File: src/rtl/univ_shift_reg.sv
// univ_shift_reg: universal shift register with a single-step mode and a
// counted burst engine.
//
// Ports:
//   clk        rising-edge clock
//   rst        synchronous, active-high reset
//   en         clock enable; low freezes q, the FSM and the counter
//   mode[2:0]  operation select (hold/shift/rotate/load/clear)
//   sin_lo     serial in entering q[0] on a shift up
//   sin_hi     serial in entering q[WIDTH-1] on a shift down
//   pdata      parallel load data
//   start      burst request (only for shift/rotate modes, only in IDLE)
//   burst_len  number of burst steps
//   q          register contents
//   sout_lo    q[0]
//   sout_hi    q[WIDTH-1]
//   busy       high while a burst is running
//   done       one-cycle pulse after the final burst step
module univ_shift_reg #(
  parameter int WIDTH = 8,
  parameter int CNT_W = $clog2(WIDTH + 1)
) (
  input  logic             clk,
  input  logic             rst,
  input  logic             en,
  input  logic [2:0]       mode,
  input  logic             sin_lo,
  input  logic             sin_hi,
  input  logic [WIDTH-1:0] pdata,
  input  logic             start,
  input  logic [CNT_W-1:0] burst_len,
  output logic [WIDTH-1:0] q,
  output logic             sout_lo,
  output logic             sout_hi,
  output logic             busy,
  output logic             done
);

  localparam logic [2:0] OP_HOLD  = 3'b000;
  localparam logic [2:0] OP_SHUP  = 3'b001;
  localparam logic [2:0] OP_SHDN  = 3'b010;
  localparam logic [2:0] OP_ROTUP = 3'b011;
  localparam logic [2:0] OP_ROTDN = 3'b100;
  localparam logic [2:0] OP_LOAD  = 3'b101;
  localparam logic [2:0] OP_CLR   = 3'b110;

  typedef enum logic {
    S_IDLE = 1'b0,
    S_BUSY = 1'b1
  } state_t;

  state_t           r_state;
  logic [2:0]       r_op;
  logic [CNT_W-1:0] r_cnt;
  logic [WIDTH-1:0] r_q;
  logic             r_done;

  logic             w_burst_req;
  logic [2:0]       w_step_op;
  logic [WIDTH-1:0] w_q_next;

  // One register operation; shared by single-step and burst paths.
  function automatic logic [WIDTH-1:0] f_step(
    input logic [2:0]       op,
    input logic [WIDTH-1:0] cur,
    input logic             sl,
    input logic             sh,
    input logic [WIDTH-1:0] pd
  );
    logic [WIDTH-1:0] nxt;
    case (op)
      OP_SHUP:  nxt = {cur[WIDTH-2:0], sl};
      OP_SHDN:  nxt = {sh, cur[WIDTH-1:1]};
      OP_ROTUP: nxt = {cur[WIDTH-2:0], cur[WIDTH-1]};
      OP_ROTDN: nxt = {cur[0], cur[WIDTH-1:1]};
      OP_LOAD:  nxt = pd;
      OP_CLR:   nxt = {WIDTH{1'b0}};
      OP_HOLD:  nxt = cur;
      default:  nxt = cur;
    endcase
    return nxt;
  endfunction

  // Only the four shift/rotate modes can launch a burst; any other mode
  // with start=1 falls through to a plain single step.
  assign w_burst_req = start && (mode inside {OP_SHUP, OP_SHDN, OP_ROTUP, OP_ROTDN});
  // While busy the latched burst op drives the datapath and mode is ignored.
  assign w_step_op   = (r_state == S_BUSY) ? r_op : mode;
  assign w_q_next    = f_step(w_step_op, r_q, sin_lo, sin_hi, pdata);

  // Register, burst FSM and counter update.
  always_ff @(posedge clk) begin
    if (rst) begin
      r_q     <= {WIDTH{1'b0}};
      r_state <= S_IDLE;
      r_cnt   <= {CNT_W{1'b0}};
      r_op    <= OP_HOLD;
      r_done  <= 1'b0;
    end else begin
      // done is a pulse: it drops on the next edge even if en is low.
      r_done <= 1'b0;
      if (en) begin
        case (r_state)
          S_IDLE: begin
            if (w_burst_req) begin
              // The start cycle only arms the burst; q is untouched.
              r_op  <= mode;
              r_cnt <= burst_len;
              if (burst_len != {CNT_W{1'b0}}) begin
                r_state <= S_BUSY;
              end else begin
                r_done <= 1'b1;
              end
            end else begin
              r_q <= w_q_next;
            end
          end
          S_BUSY: begin
            r_q   <= w_q_next;
            r_cnt <= r_cnt - CNT_W'(1);
            if (r_cnt == CNT_W'(1)) begin
              r_state <= S_IDLE;
              r_done  <= 1'b1;
            end else begin
              r_state <= S_BUSY;
            end
          end
          default: begin
            r_state <= S_IDLE;
          end
        endcase
      end else begin
        r_state <= r_state;
      end
    end
  end

  assign q       = r_q;
  assign sout_lo = r_q[0];
  assign sout_hi = r_q[WIDTH-1];
  assign busy    = (r_state == S_BUSY);
  assign done    = r_done;

endmodule

File: config.mk
export PLATFORM = sky130hd
export DESIGN_NAME = univ_shift_reg
export DESIGN_NICKNAME = d
export VERILOG_FILES = /design/src/rtl/univ_shift_reg.sv
export SDC_FILE = /design/constraint.sdc
export NUM_CORES = 1
export LEC_CHECK = 0
export BUFFER_PORTS_ARGS = -buffer_cell sky130_fd_sc_hd__buf_4
export CORE_MARGIN = 8
export CORE_UTILIZATION = 45
export DETAILED_ROUTE_END_ITERATION = 7
export PLACE_DENSITY_LB_ADDON = 0.1
export SYNTH_ARGS = -nofsm -noshare
export SYNTH_HDL_FRONTEND = slang
export SYNTH_SLANG_ARGS = --single-unit
export TNS_END_PERCENT = 100
File: constraint.sdc
create_clock -name clk -period 4.9 [get_ports clk]
set_input_delay 0.245 -clock clk [delete_from_list [all_inputs] [get_ports clk]]
set_output_delay 0.245 -clock clk [all_outputs]
set_load 0.005 [all_outputs]
**Yosys cells after proc, flatten, opt, wreduce, memory -nomap -nowiden**

Cells that the tools add are included.

- Flip-flop bits (word level): 17
- Input port bits: 21
- Word-level logic and storage cells: 42

- Add/sub/neg operators: 1
- Eq/ne operators: 13
- Muxes and demuxes: 14
- Bitwise gates (word level): 2
- Reduce and logical (&&, ||, !) cells: 7

Operator list:

| operator | count |
|---|---|
| $pmux 8 s6 | 1 |
| $pmux 8 s2 | 1 |
| $eq 3x2->1 const B | 4 |
| $eq 3x3->1 const B | 4 |
| $mux 8 | 1 |
| $pmux 4 s2 | 1 |
| $reduce_bool 4->1 | 2 |
| $eq 3x1->1 const B | 2 |
| $mux 1 | 6 |
| $eq 4x1->1 const B | 1 |
| $mux 4 | 1 |
| $ne 2x2->1 const B | 2 |
| $pmux 1 s2 | 2 |
| $reduce_and 2->1 | 2 |
| $sub 4x1->4 const B | 1 |
| $mux 3 | 1 |
| $reduce_and 3->1 | 1 |
| $not 1->1 | 2 |
| $reduce_or 2->1 | 1 |
| $logic_and 1x1->1 | 1 |

**Longest topological paths before layout**

- Word-level depth: 5
- Mapped depth: 7
- Mapped depth without buffers: 5

**Worst setup path after synthesis**

Ideal clock, no wire load.

- Kind: flip-flop to flip-flop
- Start: register r_state (netlist: busy)
- End: register r_q[7] (netlist: q[7])
- Setup time: 0.133 ns
- Arrival: 1.631 ns
- Data required time: 4.767 ns
- Setup slack: 3.136 ns
- Cell stages (with the launch flop): 8
- Period minus slack after synthesis: 1.764 ns
- Path through: dfxtp_1 > clkbuf_8 > mux2_2 > o31ai_1 > nor3_4 > buf_6 > nor2_1 > a211oi_2

- Word-level cells in the longest chain between the ends: 5
- Elaborated cells between the ends (all ways): 13
- Classes of those cells: eq/ne: 7; mux: 4; bitwise: 1; reduce/logical: 1

Ends and longest elaborated chain:

| item | line | RTL |
|---|---|---|
| start: declaration | 52 | `state_t r_state;` |
| start signal: assignment | 133 | `r_state <= r_state;` |
| $mux 3 | 88 | `assign w_step_op = (r_state == S_BUSY) ? r_op : mode;` |
| $eq 3x3->1, or another cell as far along | 71 | `case (op)` |
| $pmux 8 s6 | 71 |  |
| $mux 8 | 105 | `if (w_burst_req) begin` |
| $pmux 8 s2 | 103 | `case (r_state)` |
| end signal: assignment | 94 | `r_q <= {WIDTH{1'b0}};` |
| end signal: assignment | 115 | `r_q <= w_q_next;` |
| end signal: assignment | 119 | `r_q <= w_q_next;` |
| end: declaration | 55 | `logic [WIDTH-1:0] r_q;` |

Several ways; a longest one is shown, not always the timed one. The select of a mux whose other input is x is not followed.
A chain may end at the register's enable or synchronous reset.

**Worst setup path in the final report**

- Start: register r_state (netlist: busy)
- End: register r_q[3] (netlist: q[3])

The elaborated chain is that of the path after synthesis.

==> results list <==
* Largest net degree at the start of global routing: 21
* Number of pins exceeding their max-slew limit in the final report: 0
- Initial standard-cell utilization of the core: 47.4%
- Relative to the synthesized area, the layout overhead comes to 21.5%.
- After detailed placement, the total cell area comes to 0.00125 mm^2.
- Global-route congestion overflow total: 0
- Hold_ws: 0.214 ns
- At the later pin of the worst-skew pair, clock insertion delay measures 0.30 ns.
* Number of optimization iterations in the first detailed-route pass: 4
- After synthesis, the share of cell area in mux cells is 8.00%.
- In the routed design, unresolved DRC markers number 0.
* Floorplan die area: 0.00413 mm^2
- Worst-case register-to-register setup slack: 2.52 ns
- For this block, the via count after detailed routing is 1022.
- Counting instances, the worst hold path has a depth of 3.
- Capture instance of the worst register-to-register path: q[3]$_SDFFE_PP0P_
- Setup repair after global routing missed its margin: false
- Final Critical Period: 2.38 ns
* Area leader, netlist: sky130_fd_sc_hd__dfxtp_1
- Number of flops mapped to enable cells by yosys: 0
- In this run the critical register-to-register path is launched from busy$_SDFFE_PP0P_.
- Grouping stages by cell kind, the critical path spends the most delay in flip-flops.
- Summing the areas of all compound-gate instances in the mapped netlist gives 26.5% of the synthesized area.
- Number of hold violations in the final report: 0
- Via count of the first global-routing pass: 1050
- In this design, the stage delay of the slowest critical-path cell is 0.81 ns.
- Dominant combinational cell family by area after synthesis: compound AO/OA/AOI/OAI gates
- Of all flip-flops after synthesis, the portion carrying an async set or reset was 0%.
- Cells after Synth: 125
- Simple-gate portion of the synthesized area: 22.3%
* Maximum fanout along the worst path: 20
* Share of post-route cells with drive strength above 1: 28.9%
- Std-Cell Core Area: 0.00221 mm^2
* Sum of routed wire length over all layers: 2760 um
- On the critical path, the stage with the largest delay is an instance of sky130_fd_sc_hd__dfxtp_1.
- Among all flip-flop cells after synthesis, the most frequent one is sky130_fd_sc_hd__dfxtp_1.
* Num Clock Sinks: 17
- RePlAce Congestion: 0.785
* Final HPWL from detailed placement: 2010 um
* Cell at the root of the clock tree: sky130_fd_sc_hd__clkbuf_4
- From left edge to right edge, the die measures 64.3 um.
- Routed WL per cell: 15.3 um
* All-Layer GR Usage: 13.6%
* WP data required: 5.11 ns
* Clock-pin slew of the registers on the worst-case setup and hold paths: 0.11 ns
* LEAKAGE: 0.000491 uW
- Number of antenna violations at the first check in global routing: 0
* Syn Area/Cell: 8.39 um^2
- Wire length of the first global-routing pass: 4590 um
- Post-route cell area: 0.00127 mm^2
- Sort of element at the start of the critical path: flip-flop
- Sequence of cells on the critical path: mux2i_1 > nor3_1 > nor3_4 > nor2_1 > a311oi_1
- Max-Cap Viols: 0
- In this run, post-CTS repair resized a total of 0 instances.
- Length in cells of the worst reg-to-reg path: 5
* Final period utilization: 48.5%
- At the pin with the least slew margin, the transition time is 0.733 ns.
- The critical path is of the reg -> reg type.
- STA classifies the critical path endpoint as a flip-flop.
- Adder and majority gate portion of the synthesized area: 2.39%
- For the final database, setup skew stands at 0.00819 ns.
- The detailed router finished its first iteration with 45 violations.
- Worst path arrival time: 2.59 ns
- After Yosys synthesis, XOR and XNOR cells account for 0% of the synthesized area.
- Cells taking the most area after synthesis: sky130_fd_sc_hd__dfxtp_1 (32%), sky130_fd_sc_hd__nor2_1 (5.7%), sky130_fd_sc_hd__a311oi_1 (5.0%), sky130_fd_sc_hd__mux2i_1 (4.8%), sky130_fd_sc_hd__a21oi_1 (4.3%)
- Number of port buffers: 32
- Pwr/cell area: 261 mW/mm^2
- Class of the most critical hold timing path: in -> reg
* Post-synthesis cell type count: 37
- TritonCTS built the clock tree.
* Number of setup violations in the final report: 0
* Least setup slack across all paths after layout: 2.52 ns
- Syn Std Cell Area: 0.00105 mm^2
- The number of antenna diodes in the final layout is 0.
- Warnings from Yosys: 0
* Peak supply drop: 0.272 mV
* Nets@finish: 176
- Once the clock tree was built, the setup fixing pass inserted 0 buffers.
* Status: finished, final reports clean
- Chip Height: 64.3 um
* Min-Delay Startpoint: mode[1]
- Setup total negative slack on the finished layout was measured at 0 ns.
- Prior to clock tree synthesis, the placed netlist has a worst setup slack of 2.57 ns.
* Util after Layout: 57.6%
- Derived from the worst setup path, the maximum achievable clock frequency is 0.421 GHz.
- Maximum count of clock buffers along a single path: 2
- After detailed routing, the number of vias per cell comes to 5.68.
- Register area share after synthesis: 32.5%
- In this run the count of I/O pins placed on the die edge is 33.
* Portion of synthesized cell area occupied by the leading cell type: 32.5%
* Synthesized net count: 148
* Total number of placement rows: 17
* Num CTS Buffers: 3
* End point of the worst hold path: r_op[1]$_SDFFE_PP0P_
- After synthesis the netlist holds a flip-flop and latch count of 17.
* H-tree depth reported by CTS: 1
- Cts hold-fix bufs: 0
- The count of nets left with antenna violations once routing finished came out at 0.
* Critical path buffers and inverters: 0
* Worst slew slack as a fraction of its limit: 51.1%
## synth_stat cells (all sizes together), types with 3 or more instances
cell	count
nor3	3
mux2	3
nor2	17
nand3	8
buf	5
a21oi	9
a22oi	6
o21ai	4
clkbuf	4
mux2i	5
nand2	12
dfxtp	17
a311oi	7
inv	3
## flip-flops by register name (all words and copies together) (netlist names)
register,count
r_op,3
r_cnt,4
done,1
busy,1
q,8
## cell families after synthesis
kind of cell,after synthesis
buffers and inverters,12
AOI/OAI and AO/OA,38
and+or+nand+nor,48
DFF,17
muxes,8
adders and majority gates,2
## routing by layer
metal  up-vias  share of wire [%]  global-route usage [%]
li1        523                  -                       -
met1       476                 48                    15.8
met2        19                 46                    22.2
met3         4                4.1                    5.23
met4         0               0.98                    4.63
met5         -                  0                       0
## final cells by class
cell class                 count  area (um^2)
clock buffer                   4         26.3
fill                         211          938
inverter                       3         11.3
multi-input combinational     96          621
sequential                    17          340
tap                           28         35.0
timing repair buffer          32          240
## power by group
| part | switching [uW] | total, uW | internal [uW] |
|---|---|---|---|
| Combinational | 45.3 | 91.0 | 45.6 |
| Clock | 47.3 | 79.1 | 31.8 |
| Sequential | 13.3 | 162 | 149 |
| Total | 106 | 332 | 226 |
## stage by stage
step / cells / power (uW)
2_1_floorplan: 125 / 223
3_3_place_gp: 176 / 253
3_5_place_dp: 176 / 256
4_1_cts: 180 / 336
5_1_grt: 180 / 354
6_report: 180 / 332
## layout by cell type (no fill, tap or decap), types with 2 or more instances in the layout
| master | synthesis | layout |
|---|---|---|
| sky130_fd_sc_hd__nor2_1 | 16 | 16 |
| sky130_fd_sc_hd__a311oi_1 | 6 | 6 |
| sky130_fd_sc_hd__a2bb2oi_1 | 2 | 2 |
| sky130_fd_sc_hd__or3_1 | 2 | 2 |
| sky130_fd_sc_hd__nand3_1 | 8 | 8 |
| sky130_fd_sc_hd__clkbuf_4 | 0 | 3 |
| sky130_fd_sc_hd__o21ai_0 | 4 | 4 |
| sky130_fd_sc_hd__buf_4 | 2 | 32 |
| sky130_fd_sc_hd__nor4_1 | 2 | 2 |
| sky130_fd_sc_hd__a22oi_1 | 6 | 6 |
| sky130_fd_sc_hd__nor3_1 | 2 | 2 |
| sky130_fd_sc_hd__o31ai_1 | 2 | 2 |
| sky130_fd_sc_hd__mux2i_1 | 5 | 5 |
| sky130_fd_sc_hd__mux2_2 | 3 | 3 |
| sky130_fd_sc_hd__a21oi_1 | 9 | 9 |
| sky130_fd_sc_hd__ha_1 | 2 | 2 |
| sky130_fd_sc_hd__nand2_1 | 12 | 12 |
| sky130_fd_sc_hd__dfxtp_1 | 17 | 17 |
| sky130_fd_sc_hd__inv_1 | 3 | 3 |
## tightest hold or removal path: stages
cell	delay, ns
sky130_fd_sc_hd__buf_4	0.12
sky130_fd_sc_hd__nand3_1	0.06
sky130_fd_sc_hd__a21oi_1	0.05
## worst max path at each step
| stage | cells past startpoint | endpoint | from | slack (ns) |
|---|---|---|---|---|
| detailed placement | 5 | q[6]$_SDFFE_PP0P_ | busy$_SDFFE_PP0P_ | 2.57 |
| floorplan | 7 | q[7]$_SDFFE_PP0P_ | busy$_SDFFE_PP0P_ | 3.14 |
| CTS | 5 | q[5]$_SDFFE_PP0P_ | busy$_SDFFE_PP0P_ | 2.53 |
| finish | 5 | q[3]$_SDFFE_PP0P_ | busy$_SDFFE_PP0P_ | 2.52 |
| global placement | 5 | q[5]$_SDFFE_PP0P_ | busy$_SDFFE_PP0P_ | 2.64 |
| global route | 5 | q[4]$_SDFFE_PP0P_ | busy$_SDFFE_PP0P_ | 2.27 |
Power figures use the tool's default switching activity.
